<file path="config.mk">
export PLATFORM = sky130hd
export DESIGN_NAME = modport_apb_slave
export DESIGN_NICKNAME = d
export VERILOG_FILES = /design/src/rtl/modport_apb_pkg.sv /design/src/rtl/modport_apb_decode.sv /design/src/rtl/modport_apb_slave.sv
export SDC_FILE = /design/constraint.sdc
export NUM_CORES = 1
export LEC_CHECK = 0
export CAP_MARGIN = 25
export CELL_PAD_IN_SITES_DETAIL_PLACEMENT = 1
export CELL_PAD_IN_SITES_GLOBAL_PLACEMENT = 1
export CORE_MARGIN = 1
export CORE_UTILIZATION = 52
export CTS_BUF_LIST = sky130_fd_sc_hd__clkbuf_2
export DETAILED_ROUTE_END_ITERATION = 7
export GPL_TIMING_DRIVEN = 0
export PLACE_DENSITY = 0.91
export RECOVER_POWER = 25
export SLEW_MARGIN = 0
export SYNTH_ARGS = -nofsm -noshare
export SYNTH_HDL_FRONTEND = slang
export SYNTH_HIERARCHICAL = 1
export SYNTH_SLANG_ARGS = --single-unit
</file>
<file path="constraint.sdc">
create_clock -name pclk -period 10.1 [get_ports pclk]
set_clock_uncertainty 0.05 [all_clocks]
set_input_delay 2.02 -clock pclk [delete_from_list [all_inputs] [get_ports pclk]]
set_output_delay 2.02 -clock pclk [all_outputs]
set_load 0.05 [all_outputs]
</file>
<file path="src/rtl/modport_apb_pkg.sv">
// Shared address map, ID constant and decoded-target type for the APB register block.
package modport_apb_pkg;

  localparam logic [31:0] SCRATCH_BASE = 32'h0000_0000;
  localparam logic [31:0] ID_ADDR      = 32'h0000_0100;
  localparam logic [31:0] WAIT_ADDR    = 32'h0000_0104;
  localparam logic [31:0] WRCNT_ADDR   = 32'h0000_0108;
  localparam logic [31:0] ID_VALUE     = 32'h4150_4231;

  typedef enum logic [2:0] {
    T_SCRATCH,
    T_ID,
    T_WAIT,
    T_WRCNT,
    T_NONE
  } target_e;

endpackage

</file>
<file path="src/rtl/modport_apb_decode.sv">
// Combinational address decode: target register, scratch index and error flag.
module modport_apb_decode
  import modport_apb_pkg::*;
#(
  parameter int unsigned ADDR_WIDTH = 32,
  parameter int unsigned NUM_REGS   = 16,
  parameter int unsigned IDX_W      = 4
) (
  input  logic [ADDR_WIDTH-1:0] paddr,
  input  logic                  pwrite,
  output target_e               target,
  output logic [IDX_W-1:0]      index,
  output logic                  err
);

  logic [ADDR_WIDTH-1:0] offset;
  logic [ADDR_WIDTH-1:0] word;

  // An address below the scratch base wraps to a huge word and so misses the scratch window.
  assign offset = paddr - ADDR_WIDTH'(SCRATCH_BASE);
  assign word   = offset >> 2;
  assign index  = word[IDX_W-1:0];

  always_comb begin
    target = T_NONE;
    if (word < ADDR_WIDTH'(NUM_REGS)) begin
      target = T_SCRATCH;
    end else if (paddr == ADDR_WIDTH'(ID_ADDR)) begin
      target = T_ID;
    end else if (paddr == ADDR_WIDTH'(WAIT_ADDR)) begin
      target = T_WAIT;
    end else if (paddr == ADDR_WIDTH'(WRCNT_ADDR)) begin
      target = T_WRCNT;
    end
  end

  always_comb begin
    err = (paddr[1:0] != 2'b00) || (target == T_NONE) ||
          (pwrite && ((target == T_ID) || (target == T_WRCNT)));
  end

endmodule

</file>
<file path="src/rtl/modport_apb_slave.sv">
// APB3 completer: scratch registers, ID, programmable wait states and a write counter.
module modport_apb_slave
  import modport_apb_pkg::*;
#(
  parameter int unsigned ADDR_WIDTH = 32,
  parameter int unsigned DATA_WIDTH = 32,
  parameter int unsigned NUM_REGS   = 16
) (
  input  logic                  pclk,
  input  logic                  preset,
  input  logic [ADDR_WIDTH-1:0] paddr,
  input  logic                  psel,
  input  logic                  penable,
  input  logic                  pwrite,
  input  logic [DATA_WIDTH-1:0] pwdata,
  output logic                  pready,
  output logic [DATA_WIDTH-1:0] prdata,
  output logic                  pslverr
);

  localparam int unsigned IDX_W = (NUM_REGS > 1) ? $clog2(NUM_REGS) : 1;

  target_e          target;
  logic [IDX_W-1:0] index;
  logic             err;

  modport_apb_decode #(
    .ADDR_WIDTH(ADDR_WIDTH),
    .NUM_REGS  (NUM_REGS),
    .IDX_W     (IDX_W)
  ) u_decode (
    .paddr (paddr),
    .pwrite(pwrite),
    .target(target),
    .index (index),
    .err   (err)
  );

  logic                  setup, access, commit;
  logic [3:0]            cnt_q, cnt_d;
  logic [3:0]            wait_q, wait_d;
  logic [3:0]            wait_reg_q, wait_reg_d;
  logic [DATA_WIDTH-1:0] wrcnt_q, wrcnt_d;
  logic [DATA_WIDTH-1:0] scratch_q [NUM_REGS];
  logic [DATA_WIDTH-1:0] scratch_d [NUM_REGS];

  assign setup   = psel && !penable;
  assign access  = psel && penable;
  assign pready  = access && (cnt_q == wait_q);
  assign pslverr = pready && err;
  assign commit  = pready && pwrite && !err;

  always_comb begin
    cnt_d = cnt_q + 4'd1;
    if (!access || pready) begin
      cnt_d = 4'd0;
    end
    // Wait count is frozen per transfer so a WAIT write only affects later transfers.
    wait_d = setup ? wait_reg_q : wait_q;
  end

  always_comb begin
    scratch_d  = scratch_q;
    wait_reg_d = wait_reg_q;
    wrcnt_d    = wrcnt_q;
    if (commit) begin
      case (target)
        T_SCRATCH: scratch_d[index] = pwdata;
        T_WAIT:    wait_reg_d = pwdata[3:0];
        default:   ;
      endcase
      wrcnt_d = wrcnt_q + DATA_WIDTH'(1);
    end
  end

  always_comb begin
    prdata = '0;
    if (pready && !pwrite && !err) begin
      case (target)
        T_SCRATCH: prdata = scratch_q[index];
        T_ID:      prdata = DATA_WIDTH'(ID_VALUE);
        T_WAIT:    prdata = {{(DATA_WIDTH-4){1'b0}}, wait_reg_q};
        T_WRCNT:   prdata = wrcnt_q;
        default:   prdata = '0;
      endcase
    end
  end

  always_ff @(posedge pclk) begin
    if (preset) begin
      cnt_q      <= 4'd0;
      wait_q     <= 4'd0;
      wait_reg_q <= 4'd0;
      wrcnt_q    <= '0;
      scratch_q  <= '{default: '0};
    end else begin
      cnt_q      <= cnt_d;
      wait_q     <= wait_d;
      wait_reg_q <= wait_reg_d;
      wrcnt_q    <= wrcnt_d;
      scratch_q  <= scratch_d;
    end
  end

endmodule

</file>
Word level (Yosys, flattened, before mapping)
Index checks and enable logic that the tools add are counted.
{"block": "op_classes", "add_sub_neg": 2, "order_cmp": 3, "n_eq_ne": 8, "muxes": 12, "n_bitwise": 1, "n_reduce_logical": 23}
{"op": "bitwise mux 512 bit", "count": 1}
{"op": "binary-select mux 32 bit (select 4 bit)", "count": 1}
{"op": "demux 32 bit (select 4 bit)", "count": 1}
{"op": "2-to-1 mux 32 bit", "count": 4}
{"op": "one-hot mux 32 bit (4 select lines)", "count": 1}
{"op": "== test 32 x 9 -> 1 bit (second input constant)", "count": 3}
{"op": "adder 32 x 1 -> 32 bit (second input constant)", "count": 1}
{"op": "less-than comparator 30 x 5 -> 1 bit (second input constant)", "count": 1}
{"op": "2-to-1 mux 3 bit", "count": 4}
{"op": "logical AND 1 bit", "count": 10}
{"op": "== test 3 x 2 -> 1 bit (second input constant)", "count": 2}
{"op": "greater-or-equal comparator 5 bit (second input constant)", "count": 1}
{"op": "less-than comparator 5 x 1 -> 1 bit (second input constant)", "count": 1}
{"op": "NOT 4 -> 5 bit", "count": 1}
{"op": "adder 4 x 1 -> 4 bit (second input constant)", "count": 1}
{"op": "== test 4 bit", "count": 1}
{"op": "logical NOT 1 bit", "count": 4}
{"op": "logical OR 1 bit", "count": 4}
{"op": "AND reduction 2 bit", "count": 2}
{"op": "== test 3 x 1 -> 1 bit (second input constant)", "count": 1}
{"op": "== test 3 bit (second input constant)", "count": 1}
{"op": "logical NOT 3 bit", "count": 1}
{"op": "nonzero test 2 bit", "count": 1}
{"op": "OR reduction 2 bit", "count": 1}
{"block": "totals", "regBits": 556, "inputBits": 69, "output_inout_bits": 34, "elab_cells": 69}

Logic depth before layout (Yosys ltp)
{"block": "logic_depth", "word_depth": 12, "ltp_mapped": 12}

Hierarchy
Netlist, hierarchy kept.
{"mod": "modport_apb_slave", "instances": 1, "cells_per_inst": 2930, "area_per_inst_um2": 25090.3, "seq_area_each_um2": 11130.7}
{"mod": "modport_apb_decode", "instances": 1, "cells_per_inst": 27, "area_per_inst_um2": 191.4, "seq_area_each_um2": 0.0}

Worst setup path after synthesis
No wires, ideal clock.
{"block": "synth_path", "path_kind": "input port to output port", "from": "in paddr[26]", "to": "out prdata[14]", "arrival_time_ps": 6443, "slack_ps": 1587, "path_stages": 6, "n_path_buf": 0, "path_cell_list": "or4_4 -> or4_4 -> a211o_1 -> nor4_1 -> o211ai_1 -> a2111oi_0"}
{"block": "synth_via", "elab_chain_cells": 12}
{"item": "start, declared", "line": "modport_apb_slave.sv:11", "text": "input logic [ADDR_WIDTH-1:0] paddr,"}
{"item": "branches (longest 4 deep; another with less-than comparator 30 x 5 -> 1 bit)"}
{"item": "2-to-1 mux 3 bit *", "line": "modport_apb_decode.sv:26", "text": "if (word < ADDR_WIDTH'(NUM_REGS)) begin"}
{"item": "== test 3 x 1 -> 1 bit or == test 3 x 2 -> 1 bit (tied branches)", "line": "modport_apb_decode.sv:39", "text": "(pwrite && ((target == T_ID) || (target == T_WRCNT)));"}
{"item": "logical OR 1 bit", "line": "modport_apb_decode.sv:39"}
{"item": "logical AND 1 bit", "line": "modport_apb_decode.sv:39"}
{"item": "logical OR 1 bit *", "line": "modport_apb_decode.sv:38", "text": "err = (paddr[1:0] != 2'b00) || (target == T_NONE) ||"}
{"item": "named net err", "line": "modport_apb_slave.sv:25", "text": "logic err;"}
{"item": "logical NOT 1 bit *", "line": "modport_apb_slave.sv:78", "text": "if (pready && !pwrite && !err) begin"}
{"item": "logical AND 1 bit *", "line": "modport_apb_slave.sv:78"}
{"item": "2-to-1 mux 32 bit *", "line": "modport_apb_slave.sv:78"}
{"item": "end, declared", "line": "modport_apb_slave.sv:17", "text": "output logic [DATA_WIDTH-1:0] prdata,"}
Mark *: on every way through the listed nets, which the timed path passes.

Final worst setup path
{"block": "layout_path", "from": "in paddr[26]", "to": "out prdata[20]"}
The elaborated chain is that of the path after synthesis.

==> impl_summary.md <==
STA
The relative slew slack is 0.253. The final-report hold violation count was 0. The post-route clock period utilization is 0.919. The clock period minus final worst setup slack is 9.28 ns. For this run, the top clock speed supported by timing is 0.108 GHz. The slew at the pin closest to its max-slew limit is 1.12 ns.

Setup repair after global routing left no endpoint under its margin. The count of final max-slew check failures is 0. After routing, the total negative slack on setup checks comes to 0 ns.

The post-layout worst setup margin is 0.816 ns. The count of final setup violators is 0.

Drt
The via count is 24700. Dividing the detail-routed wire length by the instance count gives 26.2 um. Dividing the detail-routed via count by the number of cells gives 6.36. The first detailed-routing pass ran for 7 iterations. The detailed-route DRC error count is 0. The detailed router's first-iteration violation count is 2660. The final routed wirelength across all metal layers is 101 mm. The number of nets still failing antenna checks after routing is 0.

Die
The initial standard-cell utilization of the core is 0.528. From bottom edge to top edge, the die measures 222 um. The area enclosed by the die boundary is 0.0495 mm2. The width of the die is 222 um.

Row generation in the floorplan step produced 80 rows. The placeable core area is 0.0478 mm2. The top-level port count is 103.

Yosys
The number of enable flip-flop cells after synthesis is 0. Yosys attributes the largest share of cell area to dfxtp_1 (44%), nand2_1 (16%), mux4_2 (11%), a21oi_1 (7.7%), a21oi_2 (4.9%). The fraction of registers with async set/reset is 0.

The post-synthesis area per instance is 8.55 um2. The count of warnings emitted by yosys is 6. The instance count of the mapped netlist is 2957. The synthesis-stage register bit count is 556.

After synthesis, the netlist uses 51 different library cells. The area fraction of the dominant cell type after synthesis is 0.440. The share of the Yosys chip area taken by registers is 0.440. Synthesis produced a netlist with a net count of 3028. The combined area of all synthesized cells is 0.0253 mm2. For this run, the leading register cell type out of synthesis is dfxtp_1. The library cell occupying the most area in the post-synthesis netlist is dfxtp_1.

Worst setup path
The critical path start-end classification is primary input to output port. The logic depth of the worst register-to-register path is 8. The required time of the worst setup path is 8.03 ns. The critical-path maximum fanout is 5.

The worst setup path is launched from a primary input. At the worst endpoint, the arrival time is 7.21 ns. The endpoint kind of the worst setup timing path is an output port.

Global routing
Across every metal layer, demand over resource in global routing totals 0.409. The number of global-route vias before repair was 25800. The global-route congestion overflow total is 0. The initial antenna violation count is 7. The first global-routing pass estimated 152 mm of wire. The largest net degree at the start of global routing is 17.

Power and ir drop
In this run the static leakage power is 9.33 nW. The worst-case vdd ir drop is 0.0778 mV. The power density over the cells is 144 mW/mm2.

Clock network
The clock drives 556 sinks. The clock transition at the registers of the reported paths is 0.09 ns. The hold buffer count at cts is 0. After clock tree synthesis, the repair step resized 0 gates. The number of buffers inserted during clock tree synthesis is 145. The number of setup buffers added after CTS is 0.

The clock passes through at most 3 buffers. The tree is rooted in a clkbuf_2. The clock insertion delay at the later pin of the skew report is 1.36 ns. The clock tree from TritonCTS is yes. The number of H-tree levels is 4.

Min path
The class of the worst hold path is register to register. The worst hold path passes through 2 cells.

Cells and area
From synthesis to final layout, the design area changed by 9.92%. In the final layout, the share of cells above drive strength 1 is 0.190. The total number of nets in the final design is 3248.

Placement
The final weighted congestion in routability-driven placement is 0.993. Prior to clock tree synthesis, the placed netlist has a worst setup slack of 1.13 ns. The half-perimeter wire length after placement is 73.5 mm. The quantity of I/O buffers inserted on ports is 70.

Job
Max-cap violations in this run came to 0.

Run status
The flow ran to the end, and the final reports show no timing, DRC or antenna violations.
logic make-up after synthesis:
family	count (synthesis)	share of synthesized area
xor+xnor	22	0.00762
flops	556	0.440
mux	149	0.122
fa+ha+maj	2	0.000990
buf+inv	319	0.0640
simple gates	1272	0.206
compound gates	637	0.158
cells in the mapped netlist (all sizes together), types with 3 or more instances:
cell type / count
mux2i: 18
a22o: 20
dfxtp: 556
xnor2: 18
nor2: 48
nor2b: 12
o31ai: 7
a211oi: 9
buf: 169
and4: 5
nand4b: 5
nor3: 19
a2111oi: 8
inv: 9
or4: 10
nand2: 1065
o21ai: 9
a22oi: 50
or3: 6
and3: 33
nand2b: 4
nand3: 28
nor4: 12
xor2: 4
mux2: 3
clkbuf: 141
and2: 5
mux4: 128
nand4: 15
a21oi: 529
final timing paths:
| check | from | to | slack, ns |
|---|---|---|---|
| setup / recovery | paddr[26] | prdata[20] | 0.82 |
| hold reg to reg | scratch_q[443] | scratch_q[443] | 0.41 |
| hold / removal | scratch_q[443] | scratch_q[443] | 0.41 |
| setup reg to reg | cnt_q[0] | scratch_q[154] | 7.38 |
metal layers:
layer,vias to the layer above,share of wire,GRT usage
li1,10500,-,-
met1,12200,0.37,0.483
met2,1480,0.46,0.648
met3,454,0.10,0.131
met4,8,0.060,0.248
met5,-,0.0023,0
layout by cell type (no fill, tap or decap), drive strengths merged, types with 6 or more instances in the layout:
cell           count
inv               12
nor2              48
buf              168
nand3             28
a22oi             50
xnor2             18
nand2           1065
clkinv            12
or4               10
a22o              20
mux2i             18
diode              8
clkdlybuf4s50     68
mux4             128
dfxtp            556
nor3              19
nor2b             12
clkbuf           353
and3              33
nor4              12
o21ai              9
a21oi            529
o31ai              7
or3                6
a211oi             9
nand4             15
a2111oi            8
through the flow:
stage,cell area (um2),util,instances,power (mW),hold WS [ns]
finish,27800,0.581,3880,4.00,0.406
global route,27800,0.581,3875,4.10,0.428
CTS,27900,0.584,3871,3.97,0.407
detailed placement,26800,0.559,3644,2.47,0.392
global placement,26800,0.559,3642,2.47,0.384
floorplan,25300,-,2957,2.37,0.379
final cells by class:
| type | instances | area, um2 |
|---|---|---|
| Clock buffer | 208 | 1040 |
| Buffer | 310 | 1570 |
| Antenna cell | 8 | 20.0 |
| Clock inverter | 19 | 136 |
| Tap cell | 615 | 769 |
| Fill cell | 5916 | 20100 |
| Multi-Input combinational cell | 2082 | 12400 |
| Inverter | 9 | 33.8 |
| Sequential cell | 556 | 11100 |
| Timing Repair Buffer | 73 | 727 |
critical path: stages:
cell,delay (ns)
dlygate4sd3_1,0.53
or4_1,0.54
or4_1,0.58
a211o_1,0.36
nor4_1,0.65
o211ai_1,0.40
buf_4,0.31
a2111oi_0,0.85
clkdlybuf4s50_1,0.96
report_power, final:
part | leakage (nW) | internal (mW) | switching [mW]
Clock | 0.927 | 0.589 | 0.980
Sequential | 4.48 | 2.19 | 0.00000000000814
Combinational | 3.92 | 0.0600 | 0.180
Total | 9.33 | 2.84 | 1.16
sequential cells by signal, indices dropped and copies added, names as in the netlist:
register    cells
cnt_q           4
wrcnt_q        32
wait_reg_q      4
scratch_q     512
wait_q          4
Power figures use the tool's default switching activity.
==> patch (config.mk and constraints unchanged) <==
`NUM_REGS` is set to 16 in 2 places; all go to 8.
--- a/src/rtl/modport_apb_decode.sv
+++ b/src/rtl/modport_apb_decode.sv
@@ -5,3 +5,3 @@
   parameter int unsigned ADDR_WIDTH = 32,
-  parameter int unsigned NUM_REGS   = 16,
+  parameter int unsigned NUM_REGS   = 8,
   parameter int unsigned IDX_W      = 4
--- a/src/rtl/modport_apb_slave.sv
+++ b/src/rtl/modport_apb_slave.sv
@@ -6,3 +6,3 @@
   parameter int unsigned DATA_WIDTH = 32,
-  parameter int unsigned NUM_REGS   = 16
+  parameter int unsigned NUM_REGS   = 8
 ) (
Check against the original RTL: not equivalent (a bounded check fails within 4 cycles, from zero or initial values and one cycle with preset high).
==> patch against the unedited design <==
- sequential cell count shrank 256
- hold slack lost 0.0015 ns
- wire length shrank 40%
- setup slack gained 0.66 ns
- synthesized cell count shrank 41%
- synthesized area shrank 44%
- sequential power shrank 46%
- global-route usage grew 2.1 points
- non-clock buffer count shrank 136
- cell area shrank 43%
- die area shrank 44%
- maximum frequency grew 7.6%
- power shrank 45%
==> patch: results <==
[drt]
met3_length_mm = 7.37
dr_wl_met2_mm = 26.6
m1WireLength_mm = 22.3
first_iter_violations = 1648
dr.pass1.iters = 5
wire_per_inst_um = 26.4

[place]
gp_routability_congestion = 0.981
port_buffers = 69

[synth]
ys_seq_area_frac = 0.426
syn_nets = 1824
ys_types = 62
synth_compound_area_frac = 0.183
synth_area_leaders = dfxtp_1 43%, nand2_1 14%, a21oi_1 9.8%, mux4_2 4.3%, clkbuf_1 2.1%
synthXorXnorAreaFrac = 0.0124
synthMuxAreaShare = 0.0737
synthTopCellsByCount = 536 x nand2_1, 300 x dfxtp_1, 275 x a21oi_1
synth-seq-cells = 300

[final_layout]
layout-drive-gt1-share = 0.171
buffer_area_frac = 0.106
clock_buffers = 119
nets = 1980
multi_input_area_share = 0.446
n_antenna_cell = 1
largestRegisters = scratch_q (256), wrcnt_q (32)
fill_cells = 3316
seqCellArea_mm2 = 0.00601

[power_and_ir_drop]
p_clk_frac = 0.390
leakagePower_nw = 5.20
p_switching_uw = 654
pwr-share-seq = 0.540

[critical_path]
rrSetupSlack_ns = 7.00
r2r_start = wait_q[1]$_SDFFE_PP0P_
max_stage_delay_ns = 0.86
r2r-end = scratch_q[133]$_SDFFE_PP0P_
worst_ep_arrival_time_ns = 6.56

[timing]
holdWs_ns = 0.405

[clocking]
clk_latency_ns = 0.99
cts_max_level = 3
cts_buffers = 80

[status]
status = finished, final reports clean

[global_routing]
use_met1 = 0.512
grt_pass1_wl_mm = 89.9
grt_use_met2 = 0.672
grt_antenna_before_repair = 4

[hold_path]
min_delay_worst_endpoint = scratch_q[96]$_SDFFE_PP0P_
-- patch: cell families after synthesis --
family	after synthesis
AND/OR/NAND/NOR	749
flip-flops	300
adder cells (fa/ha/maj)	2
AO/OA/AOI/OAI	431
buffers and inverters	184
XOR/XNOR	20
multiplexers	67
-- patch: per-stage QoR --
step / cells / util / cell area (µm²) / worst slack [ns] / power (mW)
after floorplan: 1753 / - / 14100 / 2.79 / 1.28
after global placement: 2157 / 0.577 / 15200 / 1.09 / 1.35
after detailed placement: 2160 / 0.579 / 15200 / 1.91 / 1.35
after CTS: 2293 / 0.604 / 15900 / 1.91 / 2.17
after global routing: 2296 / 0.603 / 15900 / 1.58 / 2.24
final: 2296 / 0.603 / 15900 / 1.47 / 2.19
-- patch: critical path: cells and delay by family --
kind,cells,cell delay [ns]
simple gates,5,2.16
compound gates,2,0.84
buf+inv,3,1.54
